File: src/rtl/debug_streamer.sv
// rtl/debug_streamer.sv - probe capture to framed ASCII-hex byte stream ("ST" ... "SP").
// Optional per-sample CR/LF separator: define DEBUG_STREAMER_CRLF_EN.
module debug_streamer #(
    parameter int DATA_W  = 8,
    parameter int FIFO_AW = 4
) (
    input  logic              clk,
    input  logic              reset,
    input  logic [DATA_W-1:0] probe,
    input  logic              probe_valid,
    input  logic              trig_mode,
    input  logic              btn_start,
    input  logic              btn_stop,
    input  logic              tx_full,
    output logic              tx_wr,
    output logic [7:0]        tx_data,
    output logic              running,
    output logic              overflow,
    output logic [FIFO_AW:0]  fifo_level
);
    localparam int NIBBLES = DATA_W / 4;
`ifdef DEBUG_STREAMER_CRLF_EN
    localparam int SEP_LEN = 2;
`else
    localparam int SEP_LEN = 0;
`endif
    localparam int SAMPLE_LEN = NIBBLES + SEP_LEN;
    localparam int CNT_W      = $clog2(SAMPLE_LEN + 1);
    localparam int DEPTH      = 1 << FIFO_AW;

    localparam logic [CNT_W-1:0]   LAST_CNT = CNT_W'(SAMPLE_LEN - 1);
    localparam logic [CNT_W-1:0]   SEP_CNT  = CNT_W'(SEP_LEN);
    localparam logic [CNT_W-1:0]   CNT_ONE  = CNT_W'(1);
    localparam logic [FIFO_AW-1:0] PTR_ONE  = FIFO_AW'(1);
    localparam logic [FIFO_AW:0]   LVL_ONE  = (FIFO_AW + 1)'(1);

    typedef enum logic [2:0] {
        S_IDLE,
        S_HDR,
        S_RUN,
        S_DRAIN,
        S_TRL
    } state_t;

    state_t             state;
    logic               pending;
    logic               second_byte;
    logic [DATA_W-1:0]  prev;
    logic [DATA_W-1:0]  shreg;
    logic [CNT_W-1:0]   rem;
    logic [FIFO_AW-1:0] wptr;
    logic [FIFO_AW-1:0] rptr;
    logic [DATA_W-1:0]  mem [DEPTH];

    logic accept;
    logic fifo_empty;
    logic fifo_full;
    logic ser_active;
    logic ser_idle;
    logic trigger;
    logic push;
    logic pop;

    function automatic logic [7:0] hex_char(input logic [3:0] nib);
        return (nib < 4'd10) ? (8'h30 + {4'h0, nib}) : (8'h37 + {4'h0, nib});
    endfunction

    assign accept     = pending && !tx_full;
    assign tx_wr      = accept;
    assign fifo_empty = (fifo_level == '0);
    assign fifo_full  = fifo_level[FIFO_AW];
    assign ser_active = (state == S_RUN) || (state == S_DRAIN);
    // Idle also covers the cycle the last byte of a sample is taken, so samples chain without a gap.
    assign ser_idle   = !pending || (accept && (rem == '0));
    assign trigger    = (state == S_RUN) && !btn_stop && probe_valid
                        && (trig_mode || (probe != prev));
    assign push       = trigger && !fifo_full;
    assign pop        = ser_active && ser_idle && !fifo_empty;

    always_ff @(posedge clk) begin
        if (push) begin
            mem[wptr] <= probe;
        end
    end

    always_ff @(posedge clk or posedge reset) begin
        if (reset) begin
            state       <= S_IDLE;
            pending     <= 1'b0;
            second_byte <= 1'b0;
            tx_data     <= 8'h00;
            running     <= 1'b0;
            overflow    <= 1'b0;
            prev        <= '0;
            shreg       <= '0;
            rem         <= '0;
            wptr        <= '0;
            rptr        <= '0;
            fifo_level  <= '0;
        end else begin
            if (push) begin
                wptr <= wptr + PTR_ONE;
            end
            if (pop) begin
                rptr <= rptr + PTR_ONE;
            end
            if (push && !pop) begin
                fifo_level <= fifo_level + LVL_ONE;
            end else if (pop && !push) begin
                fifo_level <= fifo_level - LVL_ONE;
            end
            // A trigger on a full FIFO still updates prev; only the storage is lost.
            if (trigger) begin
                prev <= probe;
                if (fifo_full) begin
                    overflow <= 1'b1;
                end
            end

            case (state)
                S_IDLE: begin
                    if (btn_start) begin
                        state       <= S_HDR;
                        overflow    <= 1'b0;
                        tx_data     <= 8'h53;
                        pending     <= 1'b1;
                        second_byte <= 1'b0;
                    end
                end
                S_HDR: begin
                    if (accept) begin
                        if (!second_byte) begin
                            tx_data     <= 8'h54;
                            second_byte <= 1'b1;
                        end else begin
                            state   <= S_RUN;
                            running <= 1'b1;
                            pending <= 1'b0;
                            prev    <= probe;
                        end
                    end
                end
                S_RUN, S_DRAIN: begin
                    if ((state == S_RUN) && btn_stop) begin
                        state   <= S_DRAIN;
                        running <= 1'b0;
                    end
                    if (pop) begin
                        tx_data <= hex_char(mem[rptr][DATA_W-1 -: 4]);
                        shreg   <= mem[rptr] << 4;
                        rem     <= LAST_CNT;
                        pending <= 1'b1;
                    end else if (accept) begin
                        if (rem == '0) begin
                            pending <= 1'b0;
                        end else begin
                            rem <= rem - CNT_ONE;
                            if (rem > SEP_CNT) begin
                                tx_data <= hex_char(shreg[DATA_W-1 -: 4]);
                                shreg   <= shreg << 4;
`ifdef DEBUG_STREAMER_CRLF_EN
                            end else if (rem == CNT_W'(2)) begin
                                tx_data <= 8'h0D;
                            end else begin
                                tx_data <= 8'h0A;
`endif
                            end
                        end
                    end
                    if ((state == S_DRAIN) && fifo_empty && ser_idle) begin
                        state       <= S_TRL;
                        tx_data     <= 8'h53;
                        pending     <= 1'b1;
                        second_byte <= 1'b0;
                    end
                end
                S_TRL: begin
                    if (accept) begin
                        if (!second_byte) begin
                            tx_data     <= 8'h50;
                            second_byte <= 1'b1;
                        end else begin
                            state   <= S_IDLE;
                            pending <= 1'b0;
                        end
                    end
                end
                default: begin
                    state <= S_IDLE;
                end
            endcase
        end
    end
endmodule
File: config.mk
export PLATFORM = sky130hd
export DESIGN_NAME = debug_streamer
export DESIGN_NICKNAME = d
export VERILOG_FILES = /design/src/rtl/debug_streamer.sv
export SDC_FILE = /design/constraint.sdc
export NUM_CORES = 1
export LEC_CHECK = 0
export ABC_AREA = 1
export CAP_MARGIN = 20
export CORE_MARGIN = 5
export CORE_UTILIZATION = 63
export CTS_BUF_LIST = sky130_fd_sc_hd__clkbuf_2
export CTS_CLUSTER_SIZE = 40
export DETAILED_ROUTE_END_ITERATION = 10
export PLACE_DENSITY = 0.82
export SLEW_MARGIN = 25
export SYNTH_ARGS = -nofsm -noshare
export SYNTH_HDL_FRONTEND = slang
export SYNTH_SLANG_ARGS = --single-unit
File: constraint.sdc
create_clock -name clk -period 3.2 [get_ports clk]
set_input_delay 0.64 -clock clk [delete_from_list [all_inputs] [get_ports clk]]
set_output_delay 0.64 -clock clk [all_outputs]
set_load 0.01 [all_outputs]
Word-level counts from Yosys, hierarchy flattened
Memories as Yosys holds them, arrays and structs flattened.
Cells that the tools add are included.
{ "totals": {"regBits": 46, "mem_bits_rw": 128, "out_inout_bits": 16, "mem_count": 1} }
{ "memory_table": {"columns": ["memory", "words", "word_bits", "rd", "rd_ports_with_merged_regs", "wr", "line", "text"], "rows": [
  ["mem", 16, 8, 1, 0, 1, "53", "logic [DATA_W-1:0] mem [DEPTH];"]
]} }
{ "op_classes": {"addsub": 9, "magnitude_cmp": 3, "n_eq_ne": 22, "mux": 56, "reduce_logical": 41} }
{ "ops": {"columns": ["operator", "count"], "rows": [
  ["$mux 8", 18],
  ["$pmux 8 s4", 1],
  ["$add 6x4->7 const A", 4],
  ["$mux 3", 7],
  ["$ne 2x2->1 const B", 10],
  ["$mux 1", 19],
  ["$ne 4x4->1 const B", 4],
  ["$mux 7", 2],
  ["$logic_and 1x1->1", 13],
  ["$pmux 3 s4", 1],
  ["$reduce_and 4->1", 3],
  ["$reduce_and 6->1", 2],
  ["$mux 5", 2],
  ["$reduce_and 9->1", 1],
  ["$add 4x1->4 const B", 2],
  ["$lt 4x4->1 const B", 2],
  ["$ne 8x8->1", 1],
  ["$reduce_bool 2->1", 4],
  ["$logic_not 1->1", 7],
  ["$eq 3x2->1 const B", 2],
  ["$mux 2", 3],
  ["$pmux 1 s3", 2],
  ["$add 5x1->5 const B", 1],
  ["$logic_not 5->1", 1],
  ["other kinds (15)", 19]
]} }

Longest topological paths before layout
Gate-level depths: netlist (run 1).
{ "depth": {"depth_word": 9, "mapped_depth": 18, "ltp_nobuf": 17} }

Worst setup path after synthesis (run 1)
OpenSTA, ideal clock, no wires.
{ "synth_path": {"kind": "input to register", "startpoint": "in probe[1]", "endpoint": "reg fifo_level[4]", "arrival_ns": 2.544, "required_ns": 3.069, "path_slack_ns": 0.525, "path_stages": 16, "path_buffers": 0, "path_cell_list": "inv_1 -> o22ai_1 -> a211oi_1 -> nand4_1 -> nand2_1 -> nor2_2 -> ha_1 -> inv_1 -> ha_1 -> nand2_1 -> nor2_1 -> a211oi_1 -> nand2_1 -> nand2_1 -> nor2_1 -> xor2_1"} }
{ "synth_via": {"elab_chain_cells": 7} }
{ "synth_lines": {"columns": ["item", "line", "text"], "rows": [
  ["from (decl)", "9", "input logic [DATA_W-1:0] probe,"],
  ["$ne 8x8->1 *", "76", "&& (trig_mode || (probe != prev));"],
  ["$logic_or 1x1->1 *", "76", null],
  ["$logic_and 1x1->1 *", "76", null],
  ["$logic_and 1x1->1 *", "77", "assign push = trigger && !fifo_full;"],
  ["via push", "61", "logic push;"],
  ["$logic_not 1->1", "109", "end else if (pop && !push) begin"],
  ["$logic_and 1x1->1", "109", null],
  ["$reduce_bool 2->1 (no line)", null, null],
  ["to (signal assigned)", "108", "fifo_level <= fifo_level + LVL_ONE;"],
  ["to (signal assigned)", "110", "fifo_level <= fifo_level - LVL_ONE;"],
  ["to (decl)", "19", "output logic [FIFO_AW:0] fifo_level"]
]} }
The timed path passes the listed nets; every way through them passes the cells marked *.
A chain may end at the register's enable or synchronous reset.

Worst setup path in the final report (run 1)
{ "layout_path": {"startpoint": "in probe[6]", "endpoint": "reg fifo_level[4]"} }
The elaborated chain is that of the path after synthesis.

==> out/results.txt, run 1 <==
Leakage power = 0.00346 µW
Largest stage delay, worst path = 0.55 ns
Mapped Area = 7550 µm²
DR vias/cell = 5.92
Startpoint types = input pin
Layout cell share with drive strength beyond 1 = 9.09%
Most common cell on crit path = nand2_1
Fill cells = 834
EDFF count, synth = 128
Primary FF master, synth = edfxtp_1
Die ar. = 14300 µm²
CTS tree = built
Post-DRT Antenna Nets = 0
Delay-heaviest family, CP = simple AND/OR/NAND/NOR gates
FMAX = 345 MHz
Crit path time final = 2.90 ns
DRC violations left = 0
Placed Area = 8090 µm²
Area of the multi-input gates = 2210 µm²
Slew @ Worst Pin = 0.992 ns
Worst Setup Path Type = in2reg
Reg-to-Reg Start = prev[6]
Vias = 5563
Antenna cells = 0
Ys async rst share = 24.3%
Worst reg2reg endpoint = fifo_level[4]
YS warnings = 0
Hold WS = 0.172 ns
CP Buf/Inv Count = 3
Worst R2R Setup Slack = 0.36 ns
Status = completed
Initial Util = 63.7%
Post-CTS setup repair buffer count = 0
First-pass GRT wire length = 27900 µm
Hpwl dp = 11600 µm
CP Depth = 17
Synth area leaders = edfxtp_1 51%, dfrtp_1 14%, nand2_1 8.2%
Core ar. = 11900 µm²
Commonest non-fill, non-tap cells in the layout = 165 x nand2_1, 128 x edfxtp_1, 81 x inv_1, 63 x nor2_1, 52 x nand3_1
Slew headroom = 33.7%
Syn avg cell area = 10.3 µm²
VDD IR max = 0.550 mV
Mapped Cells = 730
Post-CTS sizing = 0
1st-pass router iterations = 6
Clock Tree Buf Depth = 2
Initial DRC count = 654
Initial antenna violation count = 0
PnR worst setup slack = 0.301 ns
Register area share after synthesis = 64.5%
Area leader, netlist = edfxtp_1
Layout Cells excl Fill = 939
Synth-to-layout area growth = 11.4%
I/O Pins = 31
Final period utilization = 90.6%
Most common cell after layout, fill and taps aside = nand2_1
Root buffer cell = clkbuf_2
Buffers on Ports = 29
Crit path DAT = 3.56 ns
Drt total wl = 17500 µm
Clock Latency Late Sink = 0.73 ns
Worst Path Max Fanout = 3
Site Rows = 40
Worst min path class = in2async
Register area = 4870 µm²
DR WL/cell = 18.6 µm
CP startpoint = probe[6]
CP Data Required Time = 3.86 ns
CP endpoint = fifo_level[4]
Synth unique cells = 40
GRT Total Usage = 25.5%
Crit. End Element = register
Final Max Tran Viols = 0
Syn Nets = 758
Register bit count reported by yosys = 169
Hold-fix buffers, CTS = 0
Top-area cell type share of the netlist area = 50.9%
Die height = 119 µm
CP max-delay cell = clkdlybuf4s50_1
Final hold viol count = 0
Final instance area = 8410 µm²
TritonCTS buffer count = 17
Final setup vio count = 0
Gr ovfl total = 0
Number of global-route vias before repair = 5305
H-tree levels = 4
CTS clk-pin slew, worst paths = 0.22 ns
Clock Sink Count = 169
Pwr/cell area = 918 nW/µm²
Pre-CTS setup slack = -0.415 ns
Final Core Density = 70.9%
Largest net degree at the start of global routing = 51
Clock skew = 0.0331 ns
Total of max-cap violations = 0
Placer Congestion = 0.873
RSZ-0062 raised after global routing = false
Crit-path cells = clkdlybuf4s50_1 > inv_1 > nand2_1 > nand2_1 > nor4_1 > nand4_1 > nand2_1 > nor2_2 > ha_1 > inv_1 > ha_1 > nand2_1 > nor2_1 > a211oi_1 > nor2_1 > nor2_1 > xor2_1
Die width = 119 µm
Reg2Reg Depth = 16
Placed Cells = 907
Nets = 807
## worst min-delay path by stage
stage / slack (ns) / cells past startpoint / start / end
2_1_floorplan: 0.45 / 2 / shreg[6] / shreg[6]
3_3_place_gp: 0.46 / 2 / running / running
3_5_place_dp: 0.46 / 2 / running / running
4_1_cts: 0.13 / 2 / reset / prev[5]
5_1_grt: 0.12 / 2 / reset / wptr[2]
6_report: 0.17 / 2 / reset / wptr[2]
## cells by family after synthesis
family                   count (synthesis)  synth area share, %
AO/OA/AOI/OAI                          123                 9.39
XOR/XNOR                                11                 1.28
adder cells (fa/ha/maj)                 13                 2.25
buffers and inverters                  115                 6.31
flip-flops                             169                 64.5
other                                    1               0.0497
AND/OR/NAND/NOR                        298                 16.2
## flip-flops by register name (all words and copies together), names as in the netlist
| name | cells |
|---|---|
| mem | 128 |
| prev | 8 |
| tx_data | 7 |
| fifo_level | 5 |
| rptr | 4 |
| shreg | 4 |
| wptr | 4 |
| state | 3 |
| rem | 2 |
| overflow | 1 |
| pending | 1 |
| running | 1 |
| second_byte | 1 |
## stage by stage
step	total power, µW	TNS (ns)
2_1_floorplan	5270	0
3_3_place_gp	6110	-1.14
3_5_place_dp	6320	-7.54
4_1_cts	7690	0
5_1_grt	8270	0
6_report	7720	0
## routing by layer
layer | vias to the layer above | global-route usage (%) | share of wire, %
met1 | 2650 | 34.3 | 40
met5 | - | 0 | 0
met4 | 0 | 9.52 | 2.6
met3 | 39 | 4.48 | 7.4
li1 | 2573 | - | -
met2 | 301 | 42.1 | 50
## synth_stat cells (all sizes together) (6+ instances only)
library cell    n
o21ai          43
buf            21
ha             12
edfxtp        128
nand3          53
clkbuf          6
a21oi          46
dfrtp          41
nor2           65
nand2         167
xor2            8
inv            87
a22oi           9
## cell type report
type | count | area share [%]
sequential | 169 | 57.9
multi-input combinational | 446 | 26.2
timing repair buffer | 57 | 5.95
inverter | 88 | 3.93
clock inverter | 14 | 2.72
tap | 147 | 2.19
clock buffer | 18 | 1.07
## report_power, final
group          total [µW]  internal, µW  switching [µW]
Sequential           2870          2660             210
Combinational        3480          1220            2260
Clock                1380           665             711
(Power assumes the default switching activity.)
==> run 2: changes to the inputs <==
- ABC_AREA: 1 -> unset
==> run 2 against run 1 <==
Effect of this change: synthesized cell count down 35%; power decreased by 8.9%; register-to-register slack lost 0.17 ns; clock skew fell by 0.0048 ns; sequential power about the same; combinational power decreased by 18%; via count fell by 20%; clock power shrank 7%; hold slack improved by 0.064 ns; clock-buffer cell count did not move; critical endpoint unchanged; largest cell class unchanged.
==> out/results.txt, run 2 <==
CP max-delay cell = dfrtp_1
GRT Total Usage = 23.9%
Area leader, netlist = edfxtp_1
I/O Pins = 31
Delay-heaviest family, CP = simple AND/OR/NAND/NOR gates
Initial Util = 64.8%
Switch share = 34.8%
Crit. End Element = register
Met2 GRT Util = 37.0%
Combinational power share = 40.4%
Clock Tree Buf Depth = 2
Syn Nets = 505
FMAX = 332 MHz
Final Max Tran Viols = 0
Buffers on Ports = 29
Mapped Cells = 477
Final period utilization = 94.1%
Antenna cells = 0
Vias = 4430
Post-CTS sizing = 0
VDD IR max = 0.599 mV
Register area share after synthesis = 65.3%
Post-DRT Antenna Nets = 0
Leakage power = 0.00313 µW
Gr ovfl total = 0
Drt total wl = 16000 µm
Largest stage delay, worst path = 0.44 ns
Crit path DAT = 3.67 ns
Hold WS = 0.235 ns
First-pass GRT wire length = 24800 µm
Largest net degree at the start of global routing = 27
DR WL/cell = 22.7 µm
Final hold viol count = 0
Clock Latency Late Sink = 0.74 ns
Worst min path class = in2async
TritonCTS buffer count = 17
Commonest non-fill, non-tap cells in the layout = 128 x edfxtp_1, 41 x dfrtp_1, 41 x buf_4, 31 x mux4_2, 29 x clkdlybuf4s50_1
Clock Sink Count = 169
Placer Congestion = 0.899
Flop pwr share = 41.2%
CTS clk-pin slew, worst paths = 0.22 ns
Nets = 574
Fill cells = 695
Syn avg cell area = 15.6 µm²
Status = completed
Top-area cell type share of the netlist area = 51.5%
Die width = 119 µm
Site Rows = 39
RSZ-0062 raised after global routing = false
Met1 usage = 32.7%
Max FFs per register = 128
Initial DRC count = 639
Internal power = 4580 µW
Slew @ Worst Pin = 0.880 ns
Crit path time final = 3.01 ns
Synth area leaders = edfxtp_1 52%, dfrtp_1 14%, mux4_2 9.4%
DR vias/cell = 6.31
EDFF count, synth = 128
Pwr/cell area = 831 nW/µm²
Startpoint types = register
Die ar. = 14100 µm²
CP Data Required Time = 3.86 ns
CTS tree = built
Worst Path Max Fanout = 3
Met3 Usage GRT = 6.59%
Switch Pwr = 2440 µW
Hpwl dp = 11000 µm
Synth top cells by count = 128 x edfxtp_1, 41 x dfrtp_1, 31 x mux4_2
Final Core Density = 73.4%
Slew headroom = 41.0%
Die height = 119 µm
CP Buf/Inv Count = 3
Crit-path cells = xnor2_1 > buf_4 > nand4_1 > buf_4 > or4_1 > and3b_1 > ha_1 > inv_1 > ha_1 > a21o_1 > a21oi_1 > xnor2_1 > nor2_1 > xor2_1
Clock Power Share = 18.4%
Core ar. = 11500 µm²
Most common cell after layout, fill and taps aside = edfxtp_1
Number of global-route vias before repair = 4388
H-tree levels = 4
1st-pass router iterations = 8
DRC violations left = 0
Mapped Area = 7460 µm²
Register bit count reported by yosys = 169
Synth unique cells = 60
Total of max-cap violations = 0
Post-CTS setup repair buffer count = 0
YS warnings = 0
Grt peak-use layer = met2
Top flop regs = mem x128, prev x8, tx_data x7
Initial antenna violation count = 0
Root buffer cell = clkbuf_2
Most common cell in the netlist = edfxtp_1
Synth-to-layout area growth = 13.4%
Ys async rst share = 24.3%
Clock skew = 0.0283 ns
Primary FF master, synth = edfxtp_1
Final setup vio count = 0
Worst Setup Path Type = reg2reg
Layout cell share with drive strength beyond 1 = 21.8%
Hold-fix buffers, CTS = 0
Biggest register = mem
-- run 2: power by group through the flow --
stage / registers (µW) / logic, µW / clock network, µW
after global placement: 2920 / 2680 / 0
after detailed placement: 2940 / 2810 / 0
final: 2900 / 2840 / 1290
after floorplan: 2860 / 2010 / 0
after CTS: 2890 / 2830 / 1310
after global routing: 2930 / 3070 / 1400
-- run 2: per-stage QoR --
stage / cell area [µm²] / setup WS [ns] / std cells / total power [µW] / TNS, ns
2_1_floorplan: 7460 / 0.0974 / 477 / 4870 / 0
3_3_place_gp: 8160 / -0.471 / 670 / 5610 / -1.16
3_5_place_dp: 8160 / -0.530 / 670 / 5750 / -1.33
4_1_cts: 8460 / 0.209 / 702 / 7030 / 0
5_1_grt: 8460 / 0.0105 / 702 / 7410 / 0
6_report: 8460 / 0.189 / 702 / 7030 / 0
-- run 2: worst paths after layout --
kind | start | to | slack, ns | cells after the start
setup / recovery | prev[2] | fifo_level[4] | 0.19 | 14
hold / removal | reset | fifo_level[0] | 0.24 | 2
setup reg to reg | prev[2] | fifo_level[4] | 0.19 | 14
hold reg to reg | rem[1] | rem[1] | 0.52 | 2
max in group asynchronous | reset | rptr[0] | 2.33 | 3
min in group clk | rem[1] | rem[1] | 0.52 | 2
-- run 2: logic make-up (layout without fill, tap and decap cells) --
kind of cell               Yosys count  count (layout)  synth area share, %
adders and majority gates           13              13                 2.28
DFF                                169             169                 65.3
xor gates and xnor gates            23              23                 2.70
other                                1               1               0.0503
muxes                               55              55                 12.8
and+or+nand+nor                     96              96                 6.88
buffers and inverters               44             126                 2.83
AOI/OAI and AO/OA                   76              76                 7.20
-- run 2: cell type report --
cell class,count,area (µm²),area share (%)
Clock inverter,14,205,2.43
Multi-Input combinational cell,264,2380,28.1
Sequential cell,169,4870,57.6
Inverter,21,78.8,0.932
Timing Repair Buffer,73,658,7.78
Clock buffer,18,90.1,1.07
Tap cell,143,179,2.12
-- run 2: layer usage --
| metal | wire length (µm) | vias up |
|---|---|---|
| met1 | 6320 | 2193 |
| met2 | 7770 | 215 |
| met5 | 0 | - |
| met4 | 461 | 0 |
| met3 | 1400 | 31 |
| li1 | - | 1991 |
==> run 3: changes to the inputs <==
- CORE_UTILIZATION: 63 -> 60
- PLACE_DENSITY: 0.82 -> 0.79
- clock period: 3.2 -> 3.65 ns (I/O delays scaled with it)
==> run 3 against run 2 <==
Effect of this change: final cell count increased by 1.6%; power decreased by 15%; global-route usage decreased by 1.0 points; sequential share of layout area increased by 1.1 points; register-to-register slack improved by 0.24 ns; sequential power decreased by 12%; largest cell class unchanged; die area increased by 4.6%; sequential cell count unchanged; final area decreased by 1.9%.
==> out/results.txt, run 3 (synthesis gave the netlist of run 2 again) <==
Vias = 4336
Synth-to-layout area growth = 11.3%
Leakage power = 0.00304 µW
H-tree levels = 4
Number of global-route vias before repair = 4353
DRC violations left = 0
Die width = 121 µm
Final setup vio count = 0
Post-CTS sizing = 0
CTS clk-pin slew, worst paths = 0.24 ns
Largest net degree at the start of global routing = 33
FMAX = 310 MHz
RSZ-0062 raised after global routing = false
Clock Tree Buf Depth = 2
Commonest non-fill, non-tap cells in the layout = 128 x edfxtp_1, 41 x dfrtp_1, 31 x mux4_2, 29 x clkdlybuf4s50_1, 29 x buf_4
Pwr/cell area = 717 nW/µm²
Nets = 560
Antenna cells = 0
Hpwl dp = 10600 µm
Clock Latency Late Sink = 0.72 ns
Die height = 121 µm
Clock skew = 0.0475 ns
Worst min path class = in2async
CP Data Required Time = 4.26 ns
Die ar. = 14800 µm²
Layout cell share with drive strength beyond 1 = 19.4%
Post-DRT Antenna Nets = 0
GRT Total Usage = 22.9%
Setup TNS Final = 0 ns
Slew @ Worst Pin = 0.653 ns
Total of max-cap violations = 0
Most common cell after layout, fill and taps aside = edfxtp_1
Worst Path Max Fanout = 3
Final Max Tran Viols = 0
Worst Setup Path Type = reg2reg
Biggest register = mem
Initial Util = 61.6%
Root buffer cell = clkbuf_2
I/O Pins = 31
DR WL/cell = 21.9 µm
Crit path DAT = 3.84 ns
Crit path time final = 3.22 ns
Status = completed
Fill cells = 830
Final period utilization = 88.3%
TritonCTS buffer count = 17
Initial antenna violation count = 0
Final Core Density = 68.5%
Gr ovfl total = 0
VDD IR max = 0.355 mV
Post-CTS setup repair buffer count = 0
Final hold viol count = 0
First-pass GRT wire length = 24600 µm
Max FFs per register = 128
Hold-fix buffers, CTS = 0
Buffers on Ports = 29
DR vias/cell = 6.08
Slew headroom = 56.5%
Site Rows = 40
Crit. End Element = register
1st-pass router iterations = 5
Initial DRC count = 603
Top flop regs = mem x128, prev x8, tx_data x7
Startpoint types = register
Drt total wl = 15600 µm
Clock Sink Count = 169
Core ar. = 12100 µm²
Placer Congestion = 0.859
CTS tree = built
-- run 3: cell types whose count changed in the layout (fill, tap and decap cells not counted), sizes merged --
cell,before,now
clkbuf,18,21
clkinv,5,8
bufinv,5,3
clkinvlp,5,1
buf,44,30
-- run 3: routing by layer --
metal / track usage (%) / wire (µm)
met1: 32.4 / 6460
met2: 35.9 / 7790
met3: 5.22 / 1160
met4: 6.86 / 232
met5: 0 / 0
-- run 3: final cells by class --
class / count / area, µm² / area share, %
Sequential cell: 169 / 4870 / 58.7
Multi-Input combinational cell: 264 / 2380 / 28.6
Timing Repair Buffer: 59 / 528 / 6.36
Tap cell: 168 / 210 / 2.53
Clock inverter: 11 / 131 / 1.58
Clock buffer: 21 / 105 / 1.27
Inverter: 21 / 78.8 / 0.950
-- run 3: worst paths after layout --
check                        start  cells after the start       endpoint  slack (ns)
setup / recovery           prev[2]                     13  fifo_level[4]        0.43
hold / removal               reset                      2        prev[2]        0.20
setup reg to reg           prev[2]                     13  fifo_level[4]        0.43
hold reg to reg             rem[1]                      2         rem[1]        0.52
max in group asynchronous    reset                      3       shreg[5]        2.65
min in group clk            rem[1]                      2         rem[1]        0.52
-- run 3: power breakdown --
| part | leakage (µW) | switching (µW) | internal (µW) |
|---|---|---|---|
| clock network | 0.000148 | 596 | 383 |
| logic | 0.00124 | 1220 | 1190 |
| registers | 0.00165 | 277 | 2290 |
| total | 0.00304 | 2090 | 3860 |
-- run 3: stage by stage --
step	instances	worst slack, ns	area (µm²)	total power, µW	hold WS, ns
global placement	681	-0.148	8060	4890	0.462
global route	713	0.278	8300	6310	0.154
finish	713	0.427	8300	5950	0.200
floorplan	477	0.457	7460	4270	0.449
detailed placement	681	-0.259	8060	4990	0.481
CTS	713	0.480	8300	5950	0.162
-- run 3: critical path, cell delays in order (launching register included) --
cell	delay (ns)
dfrtp_1	0.45
xnor2_1	0.21
buf_4	0.18
nand4_1	0.21
or4_1	0.52
and3b_1	0.22
ha_1	0.25
inv_1	0.11
ha_1	0.25
a21o_1	0.17
a21oi_1	0.18
xnor2_1	0.14
nor2_1	0.07
xor2_1	0.15
